## config.mk

```make
export PLATFORM = sky130hd
export DESIGN_NAME = multdiv_ctrl
export DESIGN_NICKNAME = d
export VERILOG_FILES = /design/src/rtl/multdiv_ctrl.sv
export SDC_FILE = /design/constraint.sdc
export NUM_CORES = 1
export LEC_CHECK = 0
export ABC_AREA = 0
export CAP_MARGIN = 20
export CORE_UTILIZATION = 30
export DETAILED_ROUTE_END_ITERATION = 6
export PLACE_DENSITY = 0.74
export SETUP_SLACK_MARGIN = 0.5
export SYNTH_ARGS = -nofsm -noshare
export SYNTH_HDL_FRONTEND = slang
export SYNTH_SLANG_ARGS = --single-unit
```

## constraint.sdc

```tcl
create_clock -name clock -period 3.4 [get_ports clock]
set_clock_uncertainty 0.05 [all_clocks]
set_input_delay 0.34 -clock clock [delete_from_list [all_inputs] [get_ports clock]]
set_output_delay 0.34 -clock clock [all_outputs]
set_load 0.01 [all_outputs]
```

## src/rtl/multdiv_ctrl.sv

```systemverilog
// multdiv_ctrl: issues mul/div to the multdiv unit, watchdogs it, arbitrates its writeback and stalls the front end.
// Optional feature macro: MULTDIV_SCOREBOARD_EN (register scoreboard instead of full stall while busy).
module multdiv_ctrl #(
    parameter int TIMEOUT = 40
) (
    input  logic        clock,
    input  logic        reset,
    input  logic        issue_valid,
    input  logic        issue_is_div,
    input  logic [31:0] issue_a,
    input  logic [31:0] issue_b,
    input  logic [4:0]  issue_rd,
    input  logic [4:0]  dec_readA,
    input  logic [4:0]  dec_readB,
    input  logic [4:0]  dec_rd,
    input  logic        dec_we,
    input  logic        main_we,
    input  logic [31:0] md_result,
    input  logic        md_exception,
    input  logic        md_ready,
    output logic        ctrl_MULT,
    output logic        ctrl_DIV,
    output logic [31:0] md_a,
    output logic [31:0] md_b,
    output logic        wb_en,
    output logic [4:0]  wb_reg,
    output logic [31:0] wb_data,
    output logic        stall,
    output logic        busy
);
    localparam int CW = $clog2(TIMEOUT);
    typedef enum logic [1:0] {IDLE, BUSY, WB} state_t;
    state_t          state_q, state_d;
    logic [CW-1:0]   cnt_q, cnt_d;
    logic [31:0]     a_q, a_d, b_q, b_d, data_q, data_d;
    logic [4:0]      rd_q, rd_d, reg_q, reg_d;
    logic            div_q, div_d;
    logic            first, expire, rdy, clean;
    always_ff @(posedge clock or posedge reset) begin
        if (reset) begin
            state_q <= IDLE;
            cnt_q   <= '0;
            a_q     <= '0;
            b_q     <= '0;
            data_q  <= '0;
            rd_q    <= '0;
            reg_q   <= '0;
            div_q   <= 1'b0;
        end else begin
            state_q <= state_d;
            cnt_q   <= cnt_d;
            a_q     <= a_d;
            b_q     <= b_d;
            data_q  <= data_d;
            rd_q    <= rd_d;
            reg_q   <= reg_d;
            div_q   <= div_d;
        end
    end
    always_comb begin
        state_d = state_q;
        cnt_d   = cnt_q;
        a_d     = a_q;
        b_d     = b_q;
        data_d  = data_q;
        rd_d    = rd_q;
        reg_d   = reg_q;
        div_d   = div_q;
        case (state_q)
            IDLE: if (issue_valid && !stall) begin
                state_d = BUSY;
                cnt_d   = '0;
                a_d     = issue_a;
                b_d     = issue_b;
                rd_d    = issue_rd;
                div_d   = issue_is_div;
            end
            BUSY: begin
                cnt_d = cnt_q + 1'b1;
                // a clean result for r0 has nowhere to go, so skip the write phase
                if (clean && rd_q == 5'd0) state_d = IDLE;
                else if (rdy || expire) begin
                    state_d = WB;
                    reg_d   = clean ? rd_q : 5'd30;
                    data_d  = clean ? md_result : (div_q ? 32'd5 : 32'd4);
                end
            end
            WB: if (wb_en) state_d = IDLE;
            default: state_d = IDLE;
        endcase
    end
    always_comb begin
        busy      = state_q != IDLE;
        first     = cnt_q == '0;
        expire    = cnt_q == CW'(TIMEOUT - 1);
        rdy       = md_ready && !first;
        clean     = rdy && !md_exception;
        ctrl_MULT = state_q == BUSY && first && !div_q;
        ctrl_DIV  = state_q == BUSY && first && div_q;
        md_a      = a_q;
        md_b      = b_q;
        wb_en     = state_q == WB && !main_we;
        wb_reg    = reg_q;
        wb_data   = data_q;
`ifdef MULTDIV_SCOREBOARD_EN
        stall = busy && (issue_valid
              || (rd_q != 5'd0 && (dec_readA == rd_q || dec_readB == rd_q || (dec_we && dec_rd == rd_q)))
              || dec_readA == 5'd30 || dec_readB == 5'd30 || (dec_we && dec_rd == 5'd30));
`else
        stall = busy;
`endif
    end
`ifndef MULTDIV_SCOREBOARD_EN
    logic unused_dec;
    assign unused_dec = ^{dec_readA, dec_readB, dec_rd, dec_we};
`endif
endmodule

```

# After elaboration in Yosys (flattened, before gate mapping)
# Index checks and enable logic that the tools add are counted.
# totals
ff_bits	115
in_bits	124
wordCells	49
output_inout_bits	106
# classes
reduce_logical	23
n_mux	10
n_addsub	1
eq_ne	6
bitwise	1
# op_table
op	n
two-way mux 32 bit	1
case mux 6 bit (2 select lines)	1
logical AND 1 bit	8
two-way mux 2 bit	4
adder 6 x 1 -> 6 bit (second input constant)	1
== test 6 bit (second input constant)	1
logical NOT 6 bit	1
two-way mux 6 bit	1
case mux 2 bit (3 select lines)	1
AND reduction 3 bit	2
logical NOT 1 bit	5
logical NOT 5 bit	1
two-way mux 5 bit	1
inequality test 2 bit (second input constant)	2
AND reduction 2 bit	2
nonzero test 2 bit	2
inequality test 3 bit (second input constant)	1
== test 2 x 1 -> 1 bit (second input constant)	1
== test 2 bit (second input constant)	1
logical NOT 2 bit	1
logical OR 1 bit	1
two-way mux 1 bit	1
NOT 1 bit	1

# Logic depth before layout (Yosys ltp)
# depth
ltp_word	7
mapped_depth	8
depth_no_buf	6

# Least setup slack after synthesis
# Ideal clock, no wire load.
# synth_timing
kind	register -> register
from	register cnt_q[0]
to	register data_q[0], in the netlist wb_data[0]
path_buffers	1
path_slack_ps	1490
arrival_time_ps	1735
setup_time_ps	125
path_stages_with_launch	8
synth_period_minus_slack_ps	1910
required_ps	3225
cell_sequence	dfrtp_1 > inv_1 > ha_1 > nand2b_1 > o31a_1 > mux2_4 > buf_6 > mux2_4
# synth_via
elab_chain_cells	7
elab_cells_between_ends	10
cone_classes	1 x eq/ne; 1 x mux; 1 x bitwise; 7 x reduce/logical
# synth_lines
item	line	text
start: declaration	34	logic [CW-1:0] cnt_q, cnt_d;
start signal: assignment	51	cnt_q <= cnt_d;
logical NOT 6 bit	94	first = cnt_q == '0;
logical NOT 1 bit	96	rdy = md_ready && !first;
logical AND 1 bit	96	
logical AND 1 bit	97	clean = rdy && !md_exception;
logical AND 1 bit	81	if (clean && rd_q == 5'd0) state_d = IDLE;
NOT 1 bit (no line)	--	
AND reduction 3 bit (no line)	--	
end signal: assignment	54	data_q <= data_d;
end: declaration	35	logic [31:0] a_q, a_d, b_q, b_d, data_q, data_d;
# Several ways; a longest one is shown, not always the timed one.
# A chain may end at the register's enable or synchronous reset.

# Final worst setup path
# layout_timing
from	register cnt_q[0]
to	output port ctrl_DIV
# layout_via
elab_chain_cells	3
# layout_lines
item	line	text
logical NOT 6 bit	94	
logical AND 1 bit (2 in a row)	99	ctrl_DIV = state_q == BUSY && first && div_q;
end: declaration	22	output logic ctrl_DIV,
# No other way between the ends.

==> run_results.csv <==
group,metric,value,unit
timing,tightestPinTransition,653,ps
die,die_w,127,um
timing,finalSetupViolCount,0,
timing,worst_slack,733,ps
worst_setup_path,endpoint_kind,"output port",
global_routing,antenna_found_initial,0,
synthesis,synthTopCellsByArea,"dfrtp_1 (61%), nand2_1 (17%), nand4_1 (4.4%), inv_1 (3.0%), mux2_4 (2.2%)",
routing,initialDrtViolationCount,140,
synthesis,seq_area_frac_synth,0.612,
synthesis,synth.distinct_cells,29,
synthesis,synthesis.nets,636,
pwr,leakage,3.52,nW
worst_setup_path,cp.required,3010,ps
global_routing,groute.usage.overall,0.167,
placement,placed_cell_area,7050,um^2
synthesis,syn_inst,510,
timing,hold_viol,0,
synthesis,yosys.cell_count.top_type,"nand2_1",
worst_setup_path,slowest_stage,"clkdlybuf4s50_1",
hold_path,hp-class,"input port to async pin",
final_layout,fin_util,0.500,
synthesis,ys.flop_type,"dfrtp_1",
placement,pre_cts_slack,896,ps
job,cap_violations,0,
die,fp-row-count,45,
worst_setup_path,max_stage_delay,600,ps
global_routing,grt_pass1_vias,4216,
routing,vias,4189,
routing,final_antenna_net_count,0,
clocking,cts_tree,"yes",
placement,port_buffers,213,
synthesis,async_reset_ff_frac,1.00,
global_routing,grt_max_degree,116,
final_layout,stdcell_area,7620,um^2
synthesis,synth_top_area_frac,0.612,
routing,drcViolationCount,0,
clocking,cts_max_path_buffers,2,
final_layout,antennaDiodeCount,0,
clocking,ctsHtreeMaxLevel,4,
die,dieArea,16200,um^2
timing,slew_headroom,0.565,
clocking,clockRootBuffer,"clkbuf_16",
final_layout,area_growth,62.1,%
clocking,clk_latency,400,ps
global_routing,gr-total-overflow,0,
clocking,cts.sinks,115,
worst_setup_path,path_class,"register to output port",
placement,place_hpwl,8530,um
final_layout,drive_gt1_frac,0.0644,
die,core_region_area,15300,um^2
clocking,cts_setup_buffers,0,
die,start_util,0.308,
outcome,status,"completed",
timing,max_freq,0.375,GHz
clocking,cts_resized,0,
timing,drv_slew,0,
routing,firstDrtPassIters,4,
timing,period_share,0.784,
global_routing,grt_pass1_wl,21000,um
die,dieHeight,127,um
routing,wl_per_cell,13.7,um
worst_setup_path,cp_num_buf_inv,2,
worst_setup_path,crit_path_cell_trace,"inv_1, ha_1, nand2b_1, or3_1, nor3_1, clkdlybuf4s50_1",
timing,rsz0062_at_grt,"false",
clocking,clk_pin_slew,50,ps
clocking,cts_buffers,17,
worst_setup_path,crit_family,"simple AND/OR/NAND/NOR gates",
worst_setup_path,arrival,2280,ps
timing,layout_min_cycle_time,2670,ps
synthesis,synth_area_per_cell,9.22,um^2
pwr,pwr_density_cell,918,nW/um^2
worst_setup_path,worst_setup_path_start_kind,"register",
clocking,ctsHoldBuffers,0,
pwr,irDropWorstVdd,0.447,mV
routing,totalWireLength,12900,um
timing,fin_setup_tns,0,ps
worst_setup_path,worstPathMaxFanout,5,
placement,gp_congestion,0.780,
synthesis,synth_edf_count,0,
synthesis,netlist_area,4700,um^2
routing,viasPerCell,4.45,
synthesis,ys_warn_count,0,
synthesis,synth_seq_cells,115,
die,io_pins,230,
synthesis,netlist_top_cells_count,"nand2_1 (215), dfrtp_1 (115), inv_1 (38), nand4_1 (33), clkbuf_1 (25)",
synthesis,synth_largest_area_cell,"dfrtp_1",
final_layout,final_nets,846,
## cell usage in the layout, fill, tap and decap left out, types with 2 or more instances in the layout
master           netlist  routed
clkbuf_8               0       5
bufinv_16              0       2
clkdlybuf4s50_1        0     213
clkbuf_1              25       2
clkbuf_16              0      17
nor3_1                 3       3
o21ai_0               18      18
o21ai_1               21      21
dfrtp_1              115     115
ha_1                   2       2
clkinv_2               0       3
nor2_1                 5       5
mux2_4                 7       7
buf_4                  1       7
nand4_1               33      33
inv_1                 38      37
mux2i_1                2       2
nand2b_1               7       7
nand2_1              215     214
## cell families after synthesis
family / count (synthesis) / synth area share
AOI/OAI and AO/OA: 44 / 0.0500
adders and majority gates: 2 / 0.00532
muxes: 10 / 0.0290
DFF: 115 / 0.612
and+or+nand+nor: 271 / 0.244
buffers and inverters: 68 / 0.0599
## per-stage QoR
stage | cells | power, mW | hold slack [ps]
4_1_cts | 941 | 7.12 | 383
3_5_place_dp | 912 | 5.31 | 411
2_1_floorplan | 510 | 3.70 | 395
5_1_grt | 941 | 7.49 | 412
3_3_place_gp | 912 | 5.24 | 407
6_report | 941 | 7.00 | 386
## worst min-delay path, stage by stage
cell             delay [ps]
clkdlybuf4s50_1         440
clkinvlp_4              100
buf_12                  420
## cell type report
class / instances / area [um^2]
inverter: 38 / 146
sequential: 115 / 2880
tap: 211 / 264
fill: 1430 / 7630
timing repair buffer: 221 / 2200
clock buffer: 24 / 502
multi-input combinational: 327 / 1550
clock inverter: 5 / 75.1
## metal layers
| metal | vias up | global-route usage | share of wire |
|---|---|---|---|
| li1 | 2047 | - | - |
| met3 | 6 | 0.0708 | 0.080 |
| met5 | - | 0 | 0 |
| met4 | 0 | 0.0567 | 0.0065 |
| met2 | 145 | 0.269 | 0.47 |
| met1 | 1991 | 0.202 | 0.44 |
## where the power goes
part           internal, mW  total (mW)  switching [mW]
logic                  1.49        2.93            1.43
clock network          1.16        1.74           0.581
registers              1.99        2.33           0.349
total                  4.64        7.00            2.36
## final timing paths
| check | startpoint | end | slack, ps | depth (start not counted) |
|---|---|---|---|---|
| setup / recovery | cnt_q[0] | ctrl_DIV | 730 | 6 |
| hold / removal | reset | wb_data[2] | 390 | 3 |
| setup reg to reg | state_q[1] | wb_reg[4] | 1110 | 5 |
| hold reg to reg | md_a[12] | md_a[12] | 420 | 2 |
| max in group asynchronous | reset | md_b[9] | 2390 | 3 |
| min in group clock | issue_b[1] | md_b[1] | 410 | 3 |
Power figures use the tool's default switching activity.
